`config.mk`:
```
export PLATFORM = sky130hd
export DESIGN_NAME = seq_divider
export DESIGN_NICKNAME = d
export VERILOG_FILES = /design/src/rtl/seq_divider.sv
export SDC_FILE = /design/constraint.sdc
export NUM_CORES = 1
export LEC_CHECK = 0
export CORE_MARGIN = 1
export CORE_UTILIZATION = 53
export DETAILED_ROUTE_END_ITERATION = 12
export PLACE_DENSITY = 0.79
export SYNTH_ARGS = -nofsm -noshare
export SYNTH_HDL_FRONTEND = slang
export SYNTH_SLANG_ARGS = --single-unit
```
`constraint.sdc`:
```
create_clock -name clk -period 2.5 [get_ports clk]
set_input_delay 0.25 -clock clk [delete_from_list [all_inputs] [get_ports clk]]
set_output_delay 0.25 -clock clk [all_outputs]
set_load 0.01 [all_outputs]
```
`src/rtl/seq_divider.sv`:
```
// seq_divider: 8-bit by 4-bit unsigned restoring divider, one quotient bit
// per clock.
//
// Ports
//   clk          in   rising-edge clock
//   rst_n        in   asynchronous active-low reset
//   start        in   begin a division with N/D (ignored while busy)
//   N[7:0]       in   dividend, sampled on the accepting edge
//   D[3:0]       in   divisor, sampled on the accepting edge
//   Q[7:0]       out  quotient, held until the next completion
//   R[3:0]       out  remainder, held until the next completion
//   busy         out  division in progress
//   done         out  one-cycle pulse, Q/R/div_by_zero valid
//   div_by_zero  out  result came from D==0 (Q=FF, R=N[3:0])
//
// State   | meaning
// --------+-----------------------------------------------------------
// S_IDLE  | waiting for start
// S_RUN   | iterating (8 steps), or one wait cycle for a zero divisor
// S_DONE  | results just written; done pulse; start may chain here
module seq_divider (
  input  logic       clk,
  input  logic       rst_n,
  input  logic       start,
  input  logic [7:0] N,
  input  logic [3:0] D,
  output logic [7:0] Q,
  output logic [3:0] R,
  output logic       busy,
  output logic       done,
  output logic       div_by_zero
);

  typedef enum logic [1:0] {
    S_IDLE = 2'd0,
    S_RUN  = 2'd1,
    S_DONE = 2'd2
  } state_t;

  state_t     state_q, state_d;
  logic [7:0] dvd_q, dvd_d;   // dividend, shifted out MSB first
  logic [3:0] dvs_q, dvs_d;   // latched divisor
  logic [4:0] rem_q, rem_d;   // partial remainder
  logic [7:0] quo_q, quo_d;   // quotient being assembled
  logic [3:0] cnt_q, cnt_d;   // steps remaining
  logic [7:0] q_q, q_d;
  logic [3:0] r_q, r_d;
  logic       dbz_q, dbz_d;

  logic       accept;
  logic [4:0] rem_sh;
  logic       take;
  logic [4:0] rem_nx;
  logic [7:0] quo_nx;

  always_ff @(posedge clk or negedge rst_n) begin
    if (!rst_n) begin
      state_q <= S_IDLE;
      dvd_q   <= '0;
      dvs_q   <= '0;
      rem_q   <= '0;
      quo_q   <= '0;
      cnt_q   <= '0;
      q_q     <= '0;
      r_q     <= '0;
      dbz_q   <= 1'b0;
    end else begin
      state_q <= state_d;
      dvd_q   <= dvd_d;
      dvs_q   <= dvs_d;
      rem_q   <= rem_d;
      quo_q   <= quo_d;
      cnt_q   <= cnt_d;
      q_q     <= q_d;
      r_q     <= r_d;
      dbz_q   <= dbz_d;
    end
  end

  // One restoring step. The partial remainder is always < divisor <= 15,
  // so after the shift it fits in 5 bits.
  always_comb begin
    rem_sh = {rem_q[3:0], dvd_q[7]};
    take   = (rem_sh >= {1'b0, dvs_q});
    rem_nx = take ? (rem_sh - {1'b0, dvs_q}) : rem_sh;
    quo_nx = {quo_q[6:0], take};
  end

  assign accept = start && (state_q != S_RUN);

  always_comb begin
    state_d = state_q;
    dvd_d   = dvd_q;
    dvs_d   = dvs_q;
    rem_d   = rem_q;
    quo_d   = quo_q;
    cnt_d   = cnt_q;
    q_d     = q_q;
    r_d     = r_q;
    dbz_d   = dbz_q;

    case (state_q)
      S_IDLE, S_DONE: begin
        if (accept) begin
          dvd_d   = N;
          dvs_d   = D;
          rem_d   = '0;
          quo_d   = '0;
          // A zero divisor spends a single cycle in RUN without stepping,
          // so its done pulse lands one cycle after the accepting edge.
          cnt_d   = (D == 4'd0) ? 4'd1 : 4'd8;
          state_d = S_RUN;
        end else begin
          state_d = S_IDLE;
        end
      end

      S_RUN: begin
        if (dvs_q == 4'd0) begin
          q_d     = 8'hFF;
          r_d     = dvd_q[3:0];
          dbz_d   = 1'b1;
          cnt_d   = '0;
          state_d = S_DONE;
        end else begin
          dvd_d = {dvd_q[6:0], 1'b0};
          rem_d = rem_nx;
          quo_d = quo_nx;
          cnt_d = cnt_q - 4'd1;
          if (cnt_q == 4'd1) begin
            q_d     = quo_nx;
            r_d     = rem_nx[3:0];
            dbz_d   = 1'b0;
            state_d = S_DONE;
          end
        end
      end

      default: state_d = S_IDLE;
    endcase
  end

  assign Q           = q_q;
  assign R           = r_q;
  assign div_by_zero = dbz_q;
  assign busy        = (state_q == S_RUN);
  assign done        = (state_q == S_DONE);

endmodule

```
==> results of run 1 <==
==> registers in the layout, indices dropped and copies added (netlist names) <==
name	flops
dvd_q	8
rem_q	4
quo_q	7
div_by_zero	1
state_q	2
R	4
cnt_q	4
Q	8
dvs_q	4
==> per-stage QoR <==
step,utilization [%],instance area [um^2],total power [mW],setup slack [ns],hold WS (ns)
floorplan,-,1960,2.42,0.679,-0.0456
global placement,66.0,2270,2.85,0.605,0.431
detailed placement,66.0,2270,2.89,0.536,0.431
CTS,68.7,2370,3.35,0.358,0.120
global route,68.7,2370,3.65,0.285,0.169
finish,68.7,2370,3.35,0.340,0.0789
==> layer usage <==
| metal | wire [um] | part of all wire (%) |
|---|---|---|
| met5 | 0 | 0 |
| met4 | 48 | 1.2 |
| met3 | 273 | 6.7 |
| met2 | 1800 | 44 |
| met1 | 1930 | 48 |
==> final cells by class <==
cell class	instances	area, um^2	area share, %
Clock buffer	6	82.6	3.49
Clock inverter	2	12.5	0.529
Inverter	9	33.8	1.43
Multi-Input combinational cell	145	828	35.0
Sequential cell	42	1050	44.4
Tap cell	46	57.6	2.43
Timing Repair Buffer	31	300	12.7
==> worst max-delay path: cells and delay by family, from the launching register on <==
kind	cells	cell delay, ns
DFF	1	0.38
buffers and inverters	2	0.89
and+or+nand+nor	1	0.36
==> final timing paths <==
| path | startpoint | to | cells past startpoint |
|---|---|---|---|
| setup / recovery | state_q[1] | busy | 3 |
| hold / removal | rst_n | cnt_q[3] | 1 |
| setup reg to reg | state_q[0] | quo_q[2] | 6 |
| hold reg to reg | quo_q[6] | quo_q[6] | 2 |
| max in group asynchronous | rst_n | quo_q[1] | 1 |
| min in group clk | quo_q[6] | quo_q[6] | 2 |
==> kinds of logic (layout without fill, tap and decap cells) <==
group / after synthesis / after routing / share of synthesized area [%]
AOI/OAI and AO/OA: 48 / 48 / 15.8
DFF: 42 / 42 / 53.6
adders and majority gates: 7 / 7 / 4.85
xor gates and xnor gates: 1 / 1 / 0.447
muxes: 3 / 3 / 1.60
buffers and inverters: 16 / 48 / 4.15
and+or+nand+nor: 86 / 86 / 19.6
==> layout by cell type, fill, tap and decap left out, types with 3 or more instances in the layout <==
cell and count:
nand2_1 45, a22oi_1 3, a21oi_1 3, nor2_1 17, clkbuf_8 6, ha_1 6
nor2b_1 3, nand3_1 8, inv_1 8, a31oi_1 7, clkdlybuf4s50_1 28, o22a_1 7
dfrtp_1 42, o21ai_0 18
==> power groups by stage <==
stage	Sequential (mW)	Combinational, mW	Clock, mW
finish	1.18	1.73	0.439
global route	1.22	1.95	0.482
CTS	1.17	1.73	0.452
detailed placement	1.18	1.71	0
global placement	1.18	1.67	0
floorplan	1.19	1.23	0
==> metrics, run 1 <==
outcome completed; CP Class reg -> out; sw frac 42.7%; ANT cells 0; fmax 463 MHz; GRT Max-Usage Layer met2; initial antenna violation count 0; Layout area overhead 20.7%; FFs w/ async S/R, synth 100%; Setup Viol. Count Final 0; WL final 4.05 mm; number of flops mapped to enable cells by yosys 0; Comb power frac 51.6%; row count 21; IO Count 30; vias in the first global route 1547; met1 GRT Util 33.7%; post-route ant nets 0; Post-Place Cells 273; HPWL after DPL 2.79 mm; H-tree Lvls 2; critical path arrival 1.91 ns; DR WL/cell 14.4 um; CP max-delay cell clkdlybuf4s50_1; met2 GRT Util 35.1%; Final Hold Fails 0; Setup crit end kind output port; syn_area_per_cell 9.66 um^2; routability cong. 0.851; Worst EP required 2.25 ns; CP cell instances nand2b_1 > inv_1 > clkdlybuf4s50_1; Yosys warnings 0; Peak supply drop 0.785 mV; grt total ovfl 0; Worst Hold Class in -> async; most frequent cells after synthesis 45 x nand2_1, 42 x dfrtp_1, 18 x o21ai_0; cell taking the most area after synthesis dfrtp_1; max-slew violation count 0; met3 Track Usage GR 5.29%; Int Power 1.92 mW; Yosys cell types 40; Initial Util 57.0%; Root Buffer clkbuf_8; CP max FO 12; Largest stage delay, worst path 0.59 ns; initial drt markers 126; drt first pass iters 4; Reg clk slew, reported paths 0.08 ns; PwrDens 1410 nW/um^2; sequential share of the synthesized area 53.6%; die area 3950 um^2; CTS Sinks 42; RSZ-0062 raised after global routing no; Die Wd 62.8 um; # hold bufs at CTS 0; final net count 256; Yosys top cell area share 53.6%; core area 3440 um^2; commonest register cell after synthesis dfrtp_1; CTS resizes 0; post-route clock period utilization 86.4%; sequential share of power 35.3%; Clock Skews 0.00823 ns; cell count after synthesis 203; CTS tree yes; clock group share of total power 13.1%; Switch Pwr 1.43 mW; CTS Buffer Depth 2; leakage power 1.05 nW; syn_nets 225; layout cells sized above 1 8.51%; min cycle time layout 2.16 ns; via count 1599; vias per cell 5.69; Sum Neg Setup Slack 0 ns; largest net degree at the start of global routing 43; first-pass GRT wire length 7.12 mm; DRC viols 0; Worst Setup Start Kind flip-flop; internal reg-to-reg setup slack 0.52 ns; Post-Syn Area 1960 um^2; top cells by area, synth dfrtp_1 54%, nand2_1 8.6%, o21ai_0 4.6%; number of I/O port buffers 29; most frequent cell after synthesis nand2_1; Seq cells post-synth 42; Setup Buffers After CTS 0; non-filler cells, final 281; Die Span Y 62.8 um; Worst-Margin Slew 0.890 ns; CTS Buf Count 5; Tot GR Track Use 23.3%; relative slew slack 40.7%; max-cap viol count 0; Clock Latency Late Sink 0.28 ns; # fillers 284
Note: power is estimated with default switching activity, not from simulation.
==> run 2: changes to the inputs <==
--- a/constraint.sdc
+++ b/constraint.sdc
@@ -3,2 +3,2 @@
 set_output_delay 0.25 -clock clk [all_outputs]
-set_load 0.01 [all_outputs]
+set_load 0.05 [all_outputs]
==> metrics, run 2 (synthesis results as in run 1) <==
outcome completed; # hold bufs at CTS 0; CTS tree yes; RSZ-0062 raised after global routing no; initial drt markers 94; relative slew slack 40.3%; FF-to-FF Start dvs_q[2]; Worst Hold Class in -> async; DP Worst Slack 0.523 ns; drt first pass iters 4; CP Class reg -> reg; max-slew violation count 0; Worst EP required 2.71 ns; commonest non-fill, non-tap cell in the layout nand2_1; Layout area overhead 21.1%; Sum Neg Setup Slack 0 ns; routability cong. 0.870; DRC viols 0; post-route ant nets 0; Post-Place Cells 273; PwrDens 1570 nW/um^2; vias in the first global route 1577; final instance area 2370 um^2; die area 3950 um^2; Clock Skews 0.00686 ns; first-pass GRT wire length 7.24 mm; internal reg-to-reg setup slack 0.49 ns; Worst Setup Start Kind flip-flop; CTS Buffer Depth 2; IO Count 30; Peak supply drop 0.849 mV; number of I/O port buffers 29; Setup WS post-layout 0.493 ns; Setup crit end kind flip-flop; post-layout util 69.0%; non-filler cells, final 281; most frequent cells in the layout 45 x nand2_1, 42 x dfrtp_1, 27 x clkdlybuf4s50_1; Reg clk slew, reported paths 0.07 ns; CP max FO 5; leakage power 1.06 nW; DR WL/cell 15.1 um; placed cell area 2270 um^2; Die Span Y 62.8 um; CTS resizes 0; Reg-to-Reg End rem_q[0]; Root Buffer clkbuf_8; H-tree Lvls 2; Initial Util 57.0%; Tot GR Track Use 24.1%; Setup Buffers After CTS 0; vias per cell 5.68; CTS Buf Count 5; row count 21; Worst-Margin Slew 0.896 ns; final net count 256; r2r worst-path depth 7; Setup Viol. Count Final 0; WL final 4.25 mm; max-cap viol count 0; CTS Sinks 42; Clock Latency Late Sink 0.29 ns; min cycle time layout 2.01 ns; layout cells sized above 1 8.09%; critical path arrival 2.22 ns; HPWL after DPL 2.87 mm; core area 3440 um^2; Final Hold Fails 0; post-route clock period utilization 80.3%; fmax 498 MHz; ANT cells 0; initial antenna violation count 0; grt total ovfl 0; via count 1595; largest net degree at the start of global routing 43; Die Wd 62.8 um
[run 2: final cells by class]
cell class	instances	area [um^2]
clock inverter	1	30.0
clock buffer	7	76.3
sequential	42	1050
fill	260	1070
multi-input combinational	145	828
timing repair buffer	31	298
tap	46	57.6
inverter	9	33.8
[run 2: through the flow]
stage          hold slack, ns  power (mW)
2_1_floorplan         -0.0456        2.72
3_3_place_gp            0.436        3.13
3_5_place_dp            0.438        3.19
4_1_cts                 0.123        3.73
5_1_grt                 0.170        4.02
6_report               0.0802        3.73
[run 2: worst max path at each step]
stage          startpoint        to  slack (ns)  depth (start not counted)
3_3_place_gp     dvs_q[2]      R[0]        0.60                          7
6_report         dvs_q[2]  rem_q[0]        0.49                          7
2_1_floorplan    dvs_q[2]      R[0]        0.68                          7
5_1_grt          dvs_q[2]  rem_q[0]        0.29                          7
3_5_place_dp     dvs_q[2]  rem_q[0]        0.52                          7
4_1_cts          dvs_q[2]  rem_q[0]        0.50                          7
[run 2: worst max-delay path, stage by stage (launching register included)]
cell	delay (ns)
dfrtp_1	0.39
inv_1	0.07
ha_1	0.34
a21oi_1	0.18
o21ai_1	0.13
a21boi_2	0.29
mux2_2	0.39
o21ai_0	0.15
[run 2: routing by layer]
| metal | up-vias | part of all wire (%) | GRT usage [%] |
|---|---|---|---|
| li1 | 761 | - | - |
| met1 | 775 | 46 | 32.2 |
| met2 | 48 | 47 | 37.9 |
| met3 | 11 | 5.4 | 4.93 |
| met4 | 0 | 1.9 | 10.5 |
| met5 | - | 0 | 0 |
[run 2: report_power, final]
part / switching (mW) / internal, mW
Combinational: 1.32 / 0.721
Clock: 0.216 / 0.299
Sequential: 0.206 / 0.974
Total: 1.74 / 1.99
